--- config.mk ---
export PLATFORM = sky130hd
export DESIGN_NAME = led_code
export DESIGN_NICKNAME = d
export VERILOG_FILES = /design/src/rtl/led_pkg.sv /design/src/rtl/led_tick.sv /design/src/rtl/led_code.sv
export SDC_FILE = /design/constraint.sdc
export NUM_CORES = 1
export LEC_CHECK = 0
export ABC_CLOCK_PERIOD_IN_PS = 2200
export CORE_MARGIN = 2
export CORE_UTILIZATION = 45
export DETAILED_ROUTE_END_ITERATION = 10
export PLACE_DENSITY_LB_ADDON = 0.25
export RECOVER_POWER = 50
export SLEW_MARGIN = 20
export SYNTH_ARGS = -nofsm -noshare
export SYNTH_HDL_FRONTEND = slang
export SYNTH_SLANG_ARGS = --single-unit
--- constraint.sdc ---
create_clock -name I_clk -period 2.2 [get_ports I_clk]
set_clock_uncertainty 0.05 [all_clocks]
set_input_delay 0.22 -clock I_clk [delete_from_list [all_inputs] [get_ports I_clk]]
set_output_delay 0.22 -clock I_clk [all_outputs]
set_load 0.03 [all_outputs]
--- src/rtl/led_pkg.sv ---
// Shared state encoding and default timing for the LED status-code blinker.
package led_pkg;

  typedef enum logic [1:0] {StHb, StOn, StOff, StGap} led_state_e;

  localparam int unsigned DefTickDiv  = 2500000;
  localparam int unsigned DefOnTicks  = 2;
  localparam int unsigned DefOffTicks = 3;
  localparam int unsigned DefGapTicks = 15;
  localparam int unsigned DefHbTicks  = 6;

endpackage

--- src/rtl/led_tick.sv ---
// Free-running prescaler: one-clock tick every P_TICK_DIV clocks.
module led_tick
  import led_pkg::*;
#(
  parameter int unsigned P_TICK_DIV = DefTickDiv
) (
  input  logic clk,
  input  logic reset,
  output logic tick
);

  localparam int unsigned CntW = $clog2(P_TICK_DIV);

  logic [CntW-1:0] cnt_q;

  assign tick = (cnt_q == CntW'(P_TICK_DIV - 1));

  always_ff @(posedge clk) begin
    if (reset || tick) begin
      cnt_q <= '0;
    end else begin
      cnt_q <= cnt_q + 1'b1;
    end
  end

endmodule

--- src/rtl/led_code.sv ---
// Status LED: heartbeat for code 0, otherwise repeating blink-count sequences.
module led_code
  import led_pkg::*;
#(
  parameter int unsigned P_TICK_DIV  = DefTickDiv,
  parameter int unsigned P_ON_TICKS  = DefOnTicks,
  parameter int unsigned P_OFF_TICKS = DefOffTicks,
  parameter int unsigned P_GAP_TICKS = DefGapTicks,
  parameter int unsigned P_HB_TICKS  = DefHbTicks
) (
  input  logic       I_clk,
  input  logic       I_reset,
  input  logic [3:0] I_code,
  input  logic       I_code_vld,
  output logic       O_led,
  output logic [3:0] O_cur_code,
  output logic       O_pend
);

  localparam int unsigned MaxA     = (P_ON_TICKS > P_OFF_TICKS) ? P_ON_TICKS : P_OFF_TICKS;
  localparam int unsigned MaxB     = (P_GAP_TICKS > P_HB_TICKS) ? P_GAP_TICKS : P_HB_TICKS;
  localparam int unsigned MaxTicks = (MaxA > MaxB) ? MaxA : MaxB;
  localparam int unsigned PhW      = $clog2(MaxTicks + 1);

  led_state_e       state_q, state_d;
  logic [PhW-1:0]   phase_q, phase_d;
  logic [3:0]       blink_q, blink_d;
  logic [3:0]       cur_q, cur_d;
  logic [3:0]       pend_code_q, pend_code_d;
  logic             pend_q, pend_d;
  logic             led_q, led_d;
  logic             tick;
  logic             commit;
  logic [3:0]       blink_inc;
  logic [3:0]       next_code;

  led_tick #(
    .P_TICK_DIV(P_TICK_DIV)
  ) u_tick (
    .clk  (I_clk),
    .reset(I_reset),
    .tick (tick)
  );

  assign blink_inc = blink_q + 4'd1;

  always_comb begin
    state_d     = state_q;
    phase_d     = phase_q;
    blink_d     = blink_q;
    cur_d       = cur_q;
    pend_code_d = pend_code_q;
    pend_d      = pend_q;
    led_d       = led_q;
    commit      = 1'b0;
    next_code   = cur_q;

    if (tick) begin
      unique case (state_q)
        StHb: begin
          if (pend_q) begin
            commit = 1'b1;
          end else if (phase_q == PhW'(P_HB_TICKS - 1)) begin
            phase_d = '0;
            led_d   = ~led_q;
          end else begin
            phase_d = phase_q + 1'b1;
          end
        end
        StOn: begin
          if (phase_q == PhW'(P_ON_TICKS - 1)) begin
            phase_d = '0;
            state_d = StOff;
            led_d   = 1'b0;
          end else begin
            phase_d = phase_q + 1'b1;
          end
        end
        StOff: begin
          if (phase_q == PhW'(P_OFF_TICKS - 1)) begin
            phase_d = '0;
            blink_d = blink_inc;
            if (blink_inc == cur_q) begin
              state_d = StGap;
            end else begin
              state_d = StOn;
              led_d   = 1'b1;
            end
          end else begin
            phase_d = phase_q + 1'b1;
          end
        end
        StGap: begin
          if (phase_q == PhW'(P_GAP_TICKS - 1)) begin
            commit = 1'b1;
          end else begin
            phase_d = phase_q + 1'b1;
          end
        end
        default: begin
          state_d = StHb;
          led_d   = 1'b0;
        end
      endcase
    end

    // Gap end without a pending code simply restarts the current code.
    if (commit) begin
      if (pend_q) begin
        next_code = pend_code_q;
        cur_d     = pend_code_q;
        pend_d    = 1'b0;
      end
      phase_d = '0;
      blink_d = '0;
      if (next_code != 4'd0) begin
        state_d = StOn;
        led_d   = 1'b1;
      end else begin
        state_d = StHb;
        led_d   = 1'b0;
      end
    end

    // A strobe on a commit edge waits for the next commit point.
    if (I_code_vld) begin
      pend_d      = 1'b1;
      pend_code_d = I_code;
    end
  end

  always_ff @(posedge I_clk) begin
    if (I_reset) begin
      state_q     <= StHb;
      phase_q     <= '0;
      blink_q     <= '0;
      cur_q       <= '0;
      pend_code_q <= '0;
      pend_q      <= 1'b0;
      led_q       <= 1'b0;
    end else begin
      state_q     <= state_d;
      phase_q     <= phase_d;
      blink_q     <= blink_d;
      cur_q       <= cur_d;
      pend_code_q <= pend_code_d;
      pend_q      <= pend_d;
      led_q       <= led_d;
    end
  end

  assign O_led      = led_q;
  assign O_cur_code = cur_q;
  assign O_pend     = pend_q;

endmodule

# After elaboration in Yosys (flattened, before gate mapping)
# Index checks and enable logic that the tools add are counted.
# totals
register_bits	42
latchBits	0
ram_bits	0
romBits	0
in_bits	7
out_inout_bits	6
word_cells	70
n_memories	0
# classes
add_sub_neg	3
n_mul	0
n_div	0
order_cmp	0
n_eq_ne	16
n_shift	0
n_mux	30
n_bitwise	1
reduce_logical	12
# op_table
cell	count
two-way mux 4 bit	7
adder 22 x 1 -> 22 bit, second input constant	1
== test 22 bit, second input constant	1
one-hot mux 4 bit (4 select lines)	1
!= test 3 bit, second input constant	5
two-way mux 1 bit	14
two-way mux 2 bit	5
adder 4 x 1 -> 4 bit, second input constant	2
nonzero test 4 bit	2
AND reduction 7 bit	1
AND reduction 3 bit	2
== test 2 bit, second input constant	2
== test 4 x 1 -> 1 bit, second input constant	1
== test 4 x 2 -> 1 bit, second input constant	1
== test 4 x 3 -> 1 bit, second input constant	1
== test 4 bit	1
== test 4 bit, second input constant	1
!= test 2 bit, second input constant	2
one-hot mux 2 bit (2 select lines)	1
AND reduction 4 bit	1
nonzero test 2 bit	2
one-hot mux 1 bit (3 select lines)	1
nonzero test 3 bit	1
== test 2 x 1 -> 1 bit, second input constant	1
5 further kinds	5

# Longest topological paths before layout
# Gate-level depths: netlist of run 1.
# logic_depth
depth_word	8
ltp_mapped	8
ltp_nobuf	7

# Hierarchy
# A second synthesis of run 1 with hierarchy kept.
# unflattened
cells_unflattened	244
area_unflattened_um2	2189.6
# by_module_without_submodules
module	n_inst	cells_per_inst	area_each_um2	seq_area_each_um2
led_code	1	124	1159.9	400.4
led_tick	1	120	1029.7	440.4

# Worst setup path before layout of run 1
# No wires, ideal clock.
# synth_path
kind	reg-to-reg
start	register u_tick.cnt_q[0]
end	register u_tick.cnt_q[9]
setup_ns	0.064
t_arrival_ns	1.706
required_time_ns	2.086
path_slack_ns	0.380
stages_incl_launch_ff	9
n_path_buf	2
period_less_slack_ns	1.820
cell_sequence	dfxtp_1 > ha_1 > and4_2 > and4_4 > buf_6 > and2_4 > or2_4 > buf_6 > nor2_1
# synth_via
elab_chain_cells	2
elab_cells_between_ends	3
classes_between	1 x add/sub; 1 x eq/ne; 1 x reduce/logical
# synth_lines
item	line_no	rtl
start: declaration	led_tick.sv:14	logic [CntW-1:0] cnt_q;
start signal: assignment	led_tick.sv:22	cnt_q <= cnt_q + 1'b1;
branches (longest 2 deep; another with adder 22 x 1 -> 22 bit)	--	
# Parallel ways; which one is timed is not known.
# A chain may end at the register's enable or synchronous reset.

# Worst setup path in the final report of run 1
# layout_path
start	register u_tick.cnt_q[0]
end	register u_tick.cnt_q[13]
# The elaborated chain is that of the path after synthesis.

==> summary.txt, run 1 <==
Setup path
  • Max Fanout on Critical Path: 22
  • Crit end category: register
  • Worst Setup Start Kind: register
  • CP required: approximately 2300 ps
  • Critical Path AT: approximately 2100 ps
  • CP Class: register to register

STA
  • Worst Tran Pin Value: 494.5 ps
  • Setup TNS: 0 ps
  • Final Hold Viols: 0
  • Final slew viol count: 0
  • Setup WS post-layout: ~230 ps
  • Fmax: between 0.5 and 0.6 GHz
  • Post-layout min period: 1970 ps
  • Setup Viol. Count Final: 0
  • Slew Limit Headroom: 66.78%
  • Final worst path period share: between 80% and 90%
  • RSZ-0062 raised after global routing: false

Clock network
  • Worst-path clk slew: 70 ps
  • CTS sink count: between 40 and 50
  • Post-CTS Hold Buffers: 0
  • CTS buffer count: 5
  • Root buffer cell: clkbuf_8
  • Worst-case clock buffer depth: 2
  • CTS tree: done
  • Post-cts sizing count: 0
  • Setup bufs post-CTS: 0
  • Clock insertion delay at the later pin of the skew report: approximately 290 ps
  • Max H-tree Level: 2

Synth
  • Distinct cells, synth: 46
  • Post-synthesis register bit count: between 40 and 50
  • Avg Cell Area, Syn: around 8.7 um2
  • Synth top area cells: dfxtp_1 38%, nor2_1 7.0%, ha_1 5.7%
  • Most common cell in the netlist: dfxtp_1
  • Syn_nets: around 270
  • Dominant synthesized flop cell: dfxtp_1
  • Async set-reset flop share out of synthesis: 0%
  • Yosys top cell area share: roughly two fifths
  • Post-synth EDFFs: 0
  • Post-synth top cells: 42 x dfxtp_1, 41 x nor2_1, 16 x nand2_1
  • Mapped cell area: between 2000 and 2500 um2
  • Sequential share of the synthesized area: between 30% and 40%
  • Mapped Cells: between 200 and 300
  • Synth Warn #: 0
  • Yosys top cell by area: dfxtp_1

Routing
  • DRC viols: 0
  • DR WL/cell: 12.17 um
  • Iteration count of the initial detailed-routing pass: 4
  • Via Count: about 1700
  • Vias/cell: just over 5
  • Drt first-iter violations: between 60 and 70
  • WL final: slightly above 4000 um
  • Post-route ant nets: 0

Layout
  • Share of cells above drive strength 1: 7.090%
  • Nets: 284
  • Antenna diodes: 0
  • Final instance area: about 2500 um2
  • Syn-to-layout area delta: 12.10%
  • Filler cell count: approximately 470
  • Fin util: a little over half

Global route
  • Vias in the first global route: approximately 1600
  • GRT Util Overall: 16.76%
  • First-pass GRT wire length: approximately 7300 um
  • Initial antenna violation count: 0
  • Grt ovf: 0
  • Largest net degree at the start of global routing: 23

Min path
  • Hold crit path type: register to register

Power
  • Pleak: 0.9156 nW
  • Cell Pwr Density: roughly 580 nW/um2
  • Total Power: 1.437 mW
  • Peak VDD IR: between 0.0003 and 0.0004 V

Floorplan
  • Die area: ~5500 um2
  • Site row count: 25
  • Starting Density: between 40% and 50%
  • Die H: 74.11 um
  • I/O Pins: 13
  • Die width: 74.11 um
  • Core Box Area: between 4000 and 5000 um2

Place
  • I/O Buffers: 12
  • Dpl ws: 265.9 ps
  • Post-DP Area: between 2000 and 2500 um2
  • GPL Wtd Cong: a little under 0.8
  • Detailed Place HPWL: between 3000 and 4000 um

Run status
  • Status: finished, final reports clean

Run
  • # Max-Cap Violations: 0
power by group:
part	total, mW	internal, mW	switching [mW]	leakage [nW]
Combinational	0.0632	0.0303	0.0329	0.518
Sequential	0.781	0.770	0.0107	0.340
Clock	0.593	0.334	0.259	0.0579
Total	1.44	1.13	0.303	0.916
per-layer routing:
metal | vias up | wire, um | share of wire (%) | track usage, %
li1 | 910 | - | - | -
met1 | 766 | 2137 | 52 | 23.26
met2 | 19 | 1777 | 44 | 26.29
met3 | 4 | 125 | 3.1 | 4.065
met4 | 0 | 38 | 0.93 | 4.242
met5 | - | 0 | 0 | 0
registers in the layout, indices dropped and copies added (netlist names):
register and flops:
u_tick.cnt_q 22, blink_q 4, state_q 2, pend_code_q 4
phase_q 4, O_led 1, O_cur_code 4, O_pend 1
through the flow:
step	hold WS, ps	cells
5_1_grt	461.3	335
2_1_floorplan	317.3	254
6_report	419.8	335
3_3_place_gp	390.2	327
3_5_place_dp	406.6	327
4_1_cts	424.3	335
critical path, stage by stage (launching register included):
cell and delay, ps:
dfxtp_1 370, ha_1 230, and4_1 300, and4_4 320
and2_0 190, or2_4 290, nor2_1 80
logic make-up (layout without fill, tap and decap cells):
kind of cell | count (synthesis) | after routing | synth area share [%]
xor+xnor | 26 | 26 | 10.29
mux | 10 | 10 | 4.525
compound gates | 28 | 28 | 8.258
buf+inv | 19 | 33 | 4.412
fa+ha+maj | 10 | 10 | 5.656
simple gates | 119 | 119 | 28.85
flops | 42 | 42 | 38.01
worst paths after layout:
kind                              start                     endpoint  slack, ps  cells after the start
max          u_tick.cnt_q[0]$_SDFF_PP0_  u_tick.cnt_q[13]$_SDFF_PP0_        230                      6
min reg2reg  u_tick.cnt_q[0]$_SDFF_PP0_   u_tick.cnt_q[0]$_SDFF_PP0_        420                      1
min          u_tick.cnt_q[0]$_SDFF_PP0_   u_tick.cnt_q[0]$_SDFF_PP0_        420                      1
max reg2reg  u_tick.cnt_q[0]$_SDFF_PP0_  u_tick.cnt_q[13]$_SDFF_PP0_        230                      6
placed cells by master, fill, tap and decap left out, types with 10 or more instances in the layout:
master | netlist | routed
dfxtp_1 | 42 | 42
ha_1 | 10 | 10
xnor2_1 | 13 | 13
nor2_1 | 41 | 41
nand3_1 | 11 | 11
inv_1 | 11 | 11
a21oi_1 | 10 | 10
xor2_1 | 13 | 13
nand2_1 | 16 | 16
mux2i_1 | 10 | 10
layout make-up:
class	instances	area, um2	area share (%)
inverters	11	41.29	1.665
repair buffers	14	135.1	5.449
well taps	67	83.83	3.380
clock inverters	3	40.04	1.615
multi-input cells	193	1270	51.21
flip-flops and latches	42	840.8	33.91
clock buffers	5	68.82	2.775
Note: power is estimated with default switching activity, not from simulation.
==> run 2: changes to the inputs <==
ABC_CLOCK_PERIOD_IN_PS = 2300   (was 2200)
CAP_MARGIN = 20   (was not set)
CELL_PAD_IN_SITES_DETAIL_PLACEMENT = 1   (was not set)
CELL_PAD_IN_SITES_GLOBAL_PLACEMENT = 2   (was not set)
CORE_UTILIZATION = 39   (was 45)
clock period = 2.3 ns   (was 2.2 ns; I/O delays follow)
==> run 2 against run 1 <==
Against the previous run:
- register-to-register slack gained 70 ps
- die area grew 15%
- flip-flop and latch count is the same
- global-route usage grew 0.52 points
- fmax shrank 1.3%
- largest cell class unchanged
- largest power group unchanged
- highest routed layer unchanged
==> summary.txt, run 2 (same netlist as run 1, synthesis figures left out) <==
Run
  • # Max-Cap Violations: 0 (unchanged)

STA
  • Slew Limit Headroom: 66.13% (-0.65 points)
  • Worst Tran Pin Value: 504.1 ps (+9.647 ps)
  • Post-layout min period: 1997 ps (+26.37 ps)
  • Setup WS post-layout: 303.3 ps (+73.63 ps)
  • Final Hold Viols: 0 (unchanged)
  • Setup Viol. Count Final: 0 (unchanged)
  • Setup TNS: 0 ps (unchanged)
  • Final worst path period share: 86.81% (-2.7 points)
  • RSZ-0062 raised after global routing: false
  • Final slew viol count: 0 (unchanged)
  • Fmax: 0.5008 GHz (-1.3%)

Routing
  • Via Count: 1774 (+4.4%)
  • WL final: 4890 um (+20%)
  • DRC viols: 0 (unchanged)
  • Iteration count of the initial detailed-routing pass: 4 (unchanged)
  • Vias/cell: 5.202 (+2.6%)
  • Drt first-iter violations: 65 (+1.6%)
  • DR WL/cell: 14.34 um (+18%)
  • Post-route ant nets: 0 (unchanged)

Layout
  • Commonest non-fill, non-tap cells in the layout: 42 x dfxtp_1, 41 x nor2_1, 16 x nand2_1
  • Max reg flops: 22 (unchanged)
  • Fin util: 45.90% (-6.6 points)
  • Syn-to-layout area delta: 14.25%
  • Antenna diodes: 0 (unchanged)
  • Share of cells above drive strength 1: 7.063% (-0.026 points)
  • Nets: 285 (+0.35%)
  • Leading cell type in the layout, fill and taps excluded: dfxtp_1
  • Filler cell count: 659 (+40%)
  • Largest Register: u_tick.cnt_q
  • Fin cells: 341 (+1.8%)

Floorplan
  • Die area: 6291 um2 (+15%)
  • Die H: 79.32 um (+7.0%)
  • Die width: 79.32 um (+7.0%)
  • Starting Density: 40.17% (-6.7 points)
  • Site row count: 27 (+8.0%)
  • Core Box Area: 5507 um2 (+17%)
  • I/O Pins: 13 (unchanged)

Power
  • Clock share of power: 47.0% (+5.7 points)
  • Sequential Power Share: 48.9% (-5.4 points)
  • Peak VDD IR: 0.0003235 V (-7.0%)
  • Combinational share of power: 4.0% (-0.4 points)
  • Sw Pwr: 0.2989 mW (-1.2%)
  • Switching Share: 19.57% (-1.5 points)
  • Pleak: 0.9328 nW (+1.9%)
  • Cell Pwr Density: 604.3 nW/um2 (+4.3%)
  • Internal Pwr Total: 1.228 mW (+8.3%)

Setup path
  • Critical Path AT: 2130 ps (+40 ps)
  • Highest-delay cell along the critical path: dfxtp_1
  • Critical R2R Launch: u_tick.cnt_q[0]$_SDFF_PP0_
  • CP Class: register to register
  • Delay of the slowest critical-path stage: 370 ps (about the same)
  • Worst Setup Start Kind: register
  • CP cell instances: ha_1, and4_1, and4_4, and2_0, or2_4, nor2_1
  • Worst path bufs/invs: 0 (unchanged)
  • CP required: 2430 ps (+110 ps)
  • RR Endpoint: u_tick.cnt_q[10]$_SDFF_PP0_
  • Max Fanout on Critical Path: 22 (unchanged)
  • FF-to-FF path depth: 6 (unchanged)
  • Critical path's top delay family: simple AND/OR/NAND/NOR gates
  • Crit end category: register
  • R2r setup slk: 300 ps (+70 ps)

Global route
  • GRT Util Overall: 17.28% (+0.52 points)
  • Largest net degree at the start of global routing: 23 (unchanged)
  • Initial antenna violation count: 0 (unchanged)
  • Grt ovf: 0 (unchanged)
  • Vias in the first global route: 1759 (+8.8%)
  • First-pass GRT wire length: 8542 um (+17%)

Min path
  • Hold Path Depth: 1 (unchanged)
  • WHS Endpoint: u_tick.cnt_q[0]$_SDFF_PP0_
  • Critical hold path startpoint: u_tick.cnt_q[0]$_SDFF_PP0_
  • Hold crit path type: register to register

Clock network
  • Setup bufs post-CTS: 0 (unchanged)
  • Max H-tree Level: 2 (unchanged)
  • CTS buffer count: 5 (unchanged)
  • Post-CTS Hold Buffers: 0 (unchanged)
  • Post-cts sizing count: 0 (unchanged)
  • Worst-case clock buffer depth: 2 (unchanged)
  • CTS tree: done
  • Root buffer cell: clkbuf_8
  • CTS sink count: 42 (unchanged)
  • Clock insertion delay at the later pin of the skew report: 290 ps (about the same)
  • Worst-path clk slew: 80 ps (about the same)

Place
  • GPL Wtd Cong: 0.7421 (-6.7%)
  • Placed Instances: 333 (+1.8%)
  • I/O Buffers: 12 (unchanged)
  • Dpl ws: 364.3 ps (+98.35 ps)
  • Detailed Place HPWL: 3675 um (+20%)

Run status
  • Status: finished, final reports clean
run 2: through the flow:
stage          area, um2  total power, mW  hold slack [ps]
2_1_floorplan       2212           0.8046            327.3
3_3_place_gp        2389           0.8269            392.3
3_5_place_dp        2389           0.8275            396.5
4_1_cts             2531            1.546            416.7
5_1_grt             2527            1.591            459.6
6_report            2527            1.527            411.1
run 2: area by class of cell:
| cell class | count | area [um2] | area share, % |
|---|---|---|---|
| Timing Repair Buffer | 15 | 142.6 | 5.644 |
| Tap cell | 72 | 90.09 | 3.564 |
| Inverter | 11 | 41.29 | 1.634 |
| Sequential cell | 42 | 840.8 | 33.27 |
| Clock buffer | 6 | 82.58 | 3.267 |
| Clock inverter | 2 | 60.06 | 2.376 |
| Multi-Input combinational cell | 193 | 1270 | 50.25 |
run 2: how the worst max path moves through the flow:
stage                     depth (start not counted)  slack [ps]                           to                       start
after floorplan                                   8         480   u_tick.cnt_q[9]$_SDFF_PP0_  u_tick.cnt_q[0]$_SDFF_PP0_
after global placement                            6         370   O_cur_code[1]$_SDFFE_PP0P_  u_tick.cnt_q[0]$_SDFF_PP0_
after detailed placement                          6         360   O_cur_code[1]$_SDFFE_PP0P_  u_tick.cnt_q[0]$_SDFF_PP0_
after CTS                                         6         310   O_cur_code[1]$_SDFFE_PP0P_  u_tick.cnt_q[0]$_SDFF_PP0_
after global routing                              6          90   O_cur_code[0]$_SDFFE_PP0P_  u_tick.cnt_q[0]$_SDFF_PP0_
final                                             6         300  u_tick.cnt_q[10]$_SDFF_PP0_  u_tick.cnt_q[0]$_SDFF_PP0_
run 2: layer usage:
layer / GRT usage [%] / up-vias / share of wire [%]
li1: - / 908 / -
met1: 24.17 / 841 / 53
met2: 26.61 / 20 / 43
met3: 3.409 / 5 / 2.4
met4: 5.690 / 0 / 1.4
met5: 0 / - / 0
run 2: power by group through the flow:
stage | clock network [mW] | logic [mW] | registers (mW)
after global placement | 0 | 0.0625 | 0.764
after floorplan | 0 | 0.0425 | 0.762
final | 0.718 | 0.0618 | 0.747
after CTS | 0.735 | 0.0634 | 0.747
after detailed placement | 0 | 0.0632 | 0.764
after global routing | 0.773 | 0.0688 | 0.750
run 2: worst register-to-register path, cell delays in order, from the launching register on:
cell and delay [ps]:
dfxtp_1 370, ha_1 230, and4_1 310, and4_4 320
and2_0 200, or2_4 300, nor2_1 100
==> run 3: changes to the inputs <==
ABC_AREA = 1   (was not set)
ABC_CLOCK_PERIOD_IN_PS = 1850   (was 2300)
CELL_PAD_IN_SITES_DETAIL_PLACEMENT = 2   (was 1)
CORE_UTILIZATION = 34   (was 39)
clock period = 1.85 ns   (was 2.3 ns; I/O delays follow)
==> run 3 against run 2 <==
Against the previous run:
- clock-buffer cell count is 1 lower
- utilization fell by 4.1 points
- total power increased by 9.8%
- cell count is 47% higher
- via count is 39% higher
- register-to-register slack worse by 200 ps
- die area up 31%
- non-clock buffer count up 9
- worst hold slack worse by 7.5 ps
- critical endpoint is now O_pend
- highest routed layer unchanged
==> summary.txt, run 3 <==
Setup path
  • FF-to-FF path depth: 11 (+5)
  • RR Endpoint: O_cur_code[0]$_SDFFE_PP0P_
  • CP required: 1620 ps (-810 ps)
  • Worst Setup Start Kind: register
  • Worst path bufs/invs: 1 (+1)
  • R2r setup slk: 100 ps (-200 ps)
  • CP Class: register to output port
  • CP startpoint: O_pend$_SDFFE_PP0P_
  • Critical path's top delay family: buffers and inverters
  • Delay of the slowest critical-path stage: 730 ps (+360 ps)
  • Max Fanout on Critical Path: 5 (-77%)
  • Critical R2R Launch: state_q[0]$_SDFFE_PP0P_
  • CP cell instances: clkdlybuf4s50_1
  • Critical Path AT: 1520 ps (-610 ps)
  • Highest-delay cell along the critical path: clkdlybuf4s50_1
  • Crit end category: output port

STA
  • Final worst path period share: a little over nine tenths
  • Worst Tran Pin Value: 409.9 ps (-94.18 ps)
  • Slew Limit Headroom: 72.46% (+6.3 points)
  • Fmax: 0.5689 GHz
  • Setup WS post-layout: 92.11 ps (-211.1 ps)
  • Final slew viol count: 0 (unchanged)
  • Post-layout min period: between 1500 and 2000 ps
  • Setup Viol. Count Final: 0 (unchanged)
  • RSZ-0062 raised after global routing: true
  • Final Hold Viols: 0 (unchanged)

Routing
  • Drt first-iter violations: 44 (-32%)
  • DRC viols: 0 (unchanged)
  • Via Count: 2462 (+39%)
  • Vias/cell: 4.924 (-5.4%)
  • WL final: 7950 um (+63%)
  • Iteration count of the initial detailed-routing pass: 4 (unchanged)
  • DR WL/cell: 15.90 um (+11%)
  • Post-route ant nets: 0 (unchanged)

Floorplan
  • I/O Pins: 13 (unchanged)
  • Die H: 90.62 um (+14%)
  • Die width: 90.62 um (+14%)
  • Starting Density: 35.17% (-5.0 points)
  • Die area: 8212 um2 (+31%)
  • Site row count: 31 (+15%)
  • Core Box Area: 7253 um2 (+32%)

Power
  • Total Power: 1.677 mW (+9.8%)
  • Peak VDD IR: 0.0002890 V (-11%)
  • Cell Pwr Density: 553.0 nW/um2 (-8.5%)
  • Pleak: 1.259 nW (+35%)

Clock network
  • CTS tree: done
  • Worst-path clk slew: 90 ps (about the same)
  • CTS sink count: 42 (unchanged)
  • Max H-tree Level: 2 (unchanged)
  • CTS buffer count: 5 (unchanged)
  • Worst-case clock buffer depth: 2 (unchanged)
  • Post-CTS Hold Buffers: 0 (unchanged)
  • Clock insertion delay at the later pin of the skew report: 310 ps (+20 ps)
  • Root buffer cell: clkbuf_8

Global route
  • Initial antenna violation count: 0 (unchanged)
  • Largest net degree at the start of global routing: 17 (-26%)
  • Grt ovf: 0 (unchanged)
  • GRT Util Overall: 19.89% (+2.6 points)
  • Vias in the first global route: 2763 (+57%)
  • First-pass GRT wire length: 13220 um (+55%)

Min path
  • WHS Endpoint: u_tick.cnt_q[0]$_SDFF_PP0_
  • Hold Path Depth: 1 (unchanged)
  • Hold crit path type: register to register
  • Critical hold path startpoint: u_tick.cnt_q[0]$_SDFF_PP0_

Synth
  • Most common cell in the netlist: nand2_1
  • Avg Cell Area, Syn: 6.895 um2 (-21%)
  • Post-synth top cells: 80 x nand2_1, 54 x nor2_1, 51 x inv_1
  • Mapped cell area: 2551 um2 (+15%)
  • Post-synthesis register bit count: 42 (unchanged)
  • Distinct cells, synth: 36 (-22%)
  • Syn_nets: 387 (+43%)
  • Yosys top cell by area: dfxtp_1
  • Post-synth EDFFs: 0 (unchanged)
  • Mapped Cells: 370 (+46%)
  • Sequential share of the synthesized area: 32.96% (-5.1 points)
  • Synth Warn #: 0 (unchanged)
  • Yosys top cell area share: 32.96% (-5.1 points)
  • Async set-reset flop share out of synthesis: 0% (unchanged)
  • Synth top area cells: dfxtp_1 33%, nand2_1 12%, nor2_1 7.9%
  • Dominant synthesized flop cell: dfxtp_1

Place
  • Dpl ws: 10.83 ps (-353.5 ps)
  • Placed Instances: 489 (+47%)
  • GPL Wtd Cong: 0.8189 (+10%)
  • Detailed Place HPWL: 6312 um (+72%)
  • Post-DP Area: 2864 um2 (+20%)
  • I/O Buffers: 12 (unchanged)

Run status
  • Status: finished, final reports clean

Layout
  • Share of cells above drive strength 1: 16.96% (+9.9 points)
  • Antenna diodes: 0 (unchanged)
  • Commonest non-fill, non-tap cells in the layout: 80 x nand2_1, 52 x nor2_1, 49 x inv_1
  • Leading cell type in the layout, fill and taps excluded: nand2_1
  • Nets: 417 (+46%)
  • Final instance area: 3033 um2 (+20%)
  • Largest Register: u_tick.cnt_q
  • Fin cells: 500 (+47%)
  • Max reg flops: 22 (unchanged)
  • Fin util: 41.81% (-4.1 points)
  • Syn-to-layout area delta: 18.88%

Run
  • # Max-Cap Violations: 0 (unchanged)
[run 3: cell count changes after synthesis, sizes merged, moves of 4 or more]
| cell | delta |
|---|---|
| nor3 | +4 |
| xor2 | -6 |
| o21ai | +15 |
| mux2i | -9 |
| inv | +43 |
| buf | -4 |
| nor2 | +25 |
| nand3 | +13 |
| xnor2 | -12 |
| nand2 | +73 |
| and3 | -4 |
| and4 | -4 |
| a21oi | +5 |
[run 3: report_power, final]
group / internal [mW] / total [mW] / leakage (nW) / switching [mW]
sequential: 0.917 / 0.932 / 0.343 / 0.0148
combinational: 0.0468 / 0.114 / 0.873 / 0.0669
clock: 0.266 / 0.632 / 0.0441 / 0.366
[run 3: kinds of logic after synthesis]
kind of cell	synth area share (%)
xor gates and xnor gates	2.747
AOI/OAI and AO/OA	9.858
and+or+nand+nor	40.17
buffers and inverters	8.975
adders and majority gates	4.904
muxes	0.3924
DFF	32.96
[run 3: area by class of cell]
| type | instances | area (um2) |
|---|---|---|
| Fill cell | 898 | 4220 |
| Tap cell | 99 | 123.9 |
| Timing Repair Buffer | 24 | 219.0 |
| Clock buffer | 5 | 68.82 |
| Sequential cell | 42 | 849.6 |
| Clock inverter | 3 | 21.27 |
| Multi-Input combinational cell | 270 | 1533 |
| Inverter | 57 | 217.7 |
[run 3: routing by layer]
metal	global-route usage, %	share of wire (%)	vias to the layer above
met1	22.38	42	1200
li1	-	-	1243
met4	5.128	0.79	0
met5	0	0	-
met2	39.24	56	12
met3	2.087	1.2	7
[run 3: worst register-to-register path, delay by kind of cell, from the launching register on]
kind                     cells  cell delay, ps
AND/OR/NAND/NOR              5             600
AO/OA/AOI/OAI                1              40
buffers and inverters        4             360
flip-flops                   1             370
adder cells (fa/ha/maj)      1             220
[run 3: what timing repair did]
| action | in CTS | in global routing |
|---|---|---|
| setup buffers | 0 | 3 |
| endpoints found under the setup margin | 1 | 37 |
| pin swaps | 0 | 3 |
| resized for setup | 1 | 22 |
| gates cloned | 0 | 0 |
[run 3: metrics by stage]
step / hold slack (ps) / TNS, ps
3_5_place_dp: 407.2 / 0
3_3_place_gp: 381.8 / 0
2_1_floorplan: 213.5 / 0
6_report: 403.6 / 0
4_1_cts: 409.1 / 0
5_1_grt: 420.2 / -60.41
[run 3: worst max-delay path by stage]
stage | cells past startpoint | to | slack [ps]
2_1_floorplan | 9 | u_tick.cnt_q[10]$_SDFF_PP0_ | 290
3_3_place_gp | 11 | state_q[1]$_SDFFE_PP0P_ | 70
3_5_place_dp | 11 | state_q[1]$_SDFFE_PP0P_ | 10
4_1_cts | 10 | u_tick.cnt_q[15]$_SDFF_PP0_ | 4
5_1_grt | 10 | O_cur_code[3]$_SDFFE_PP0P_ | -20
6_report | 1 | O_pend | 90
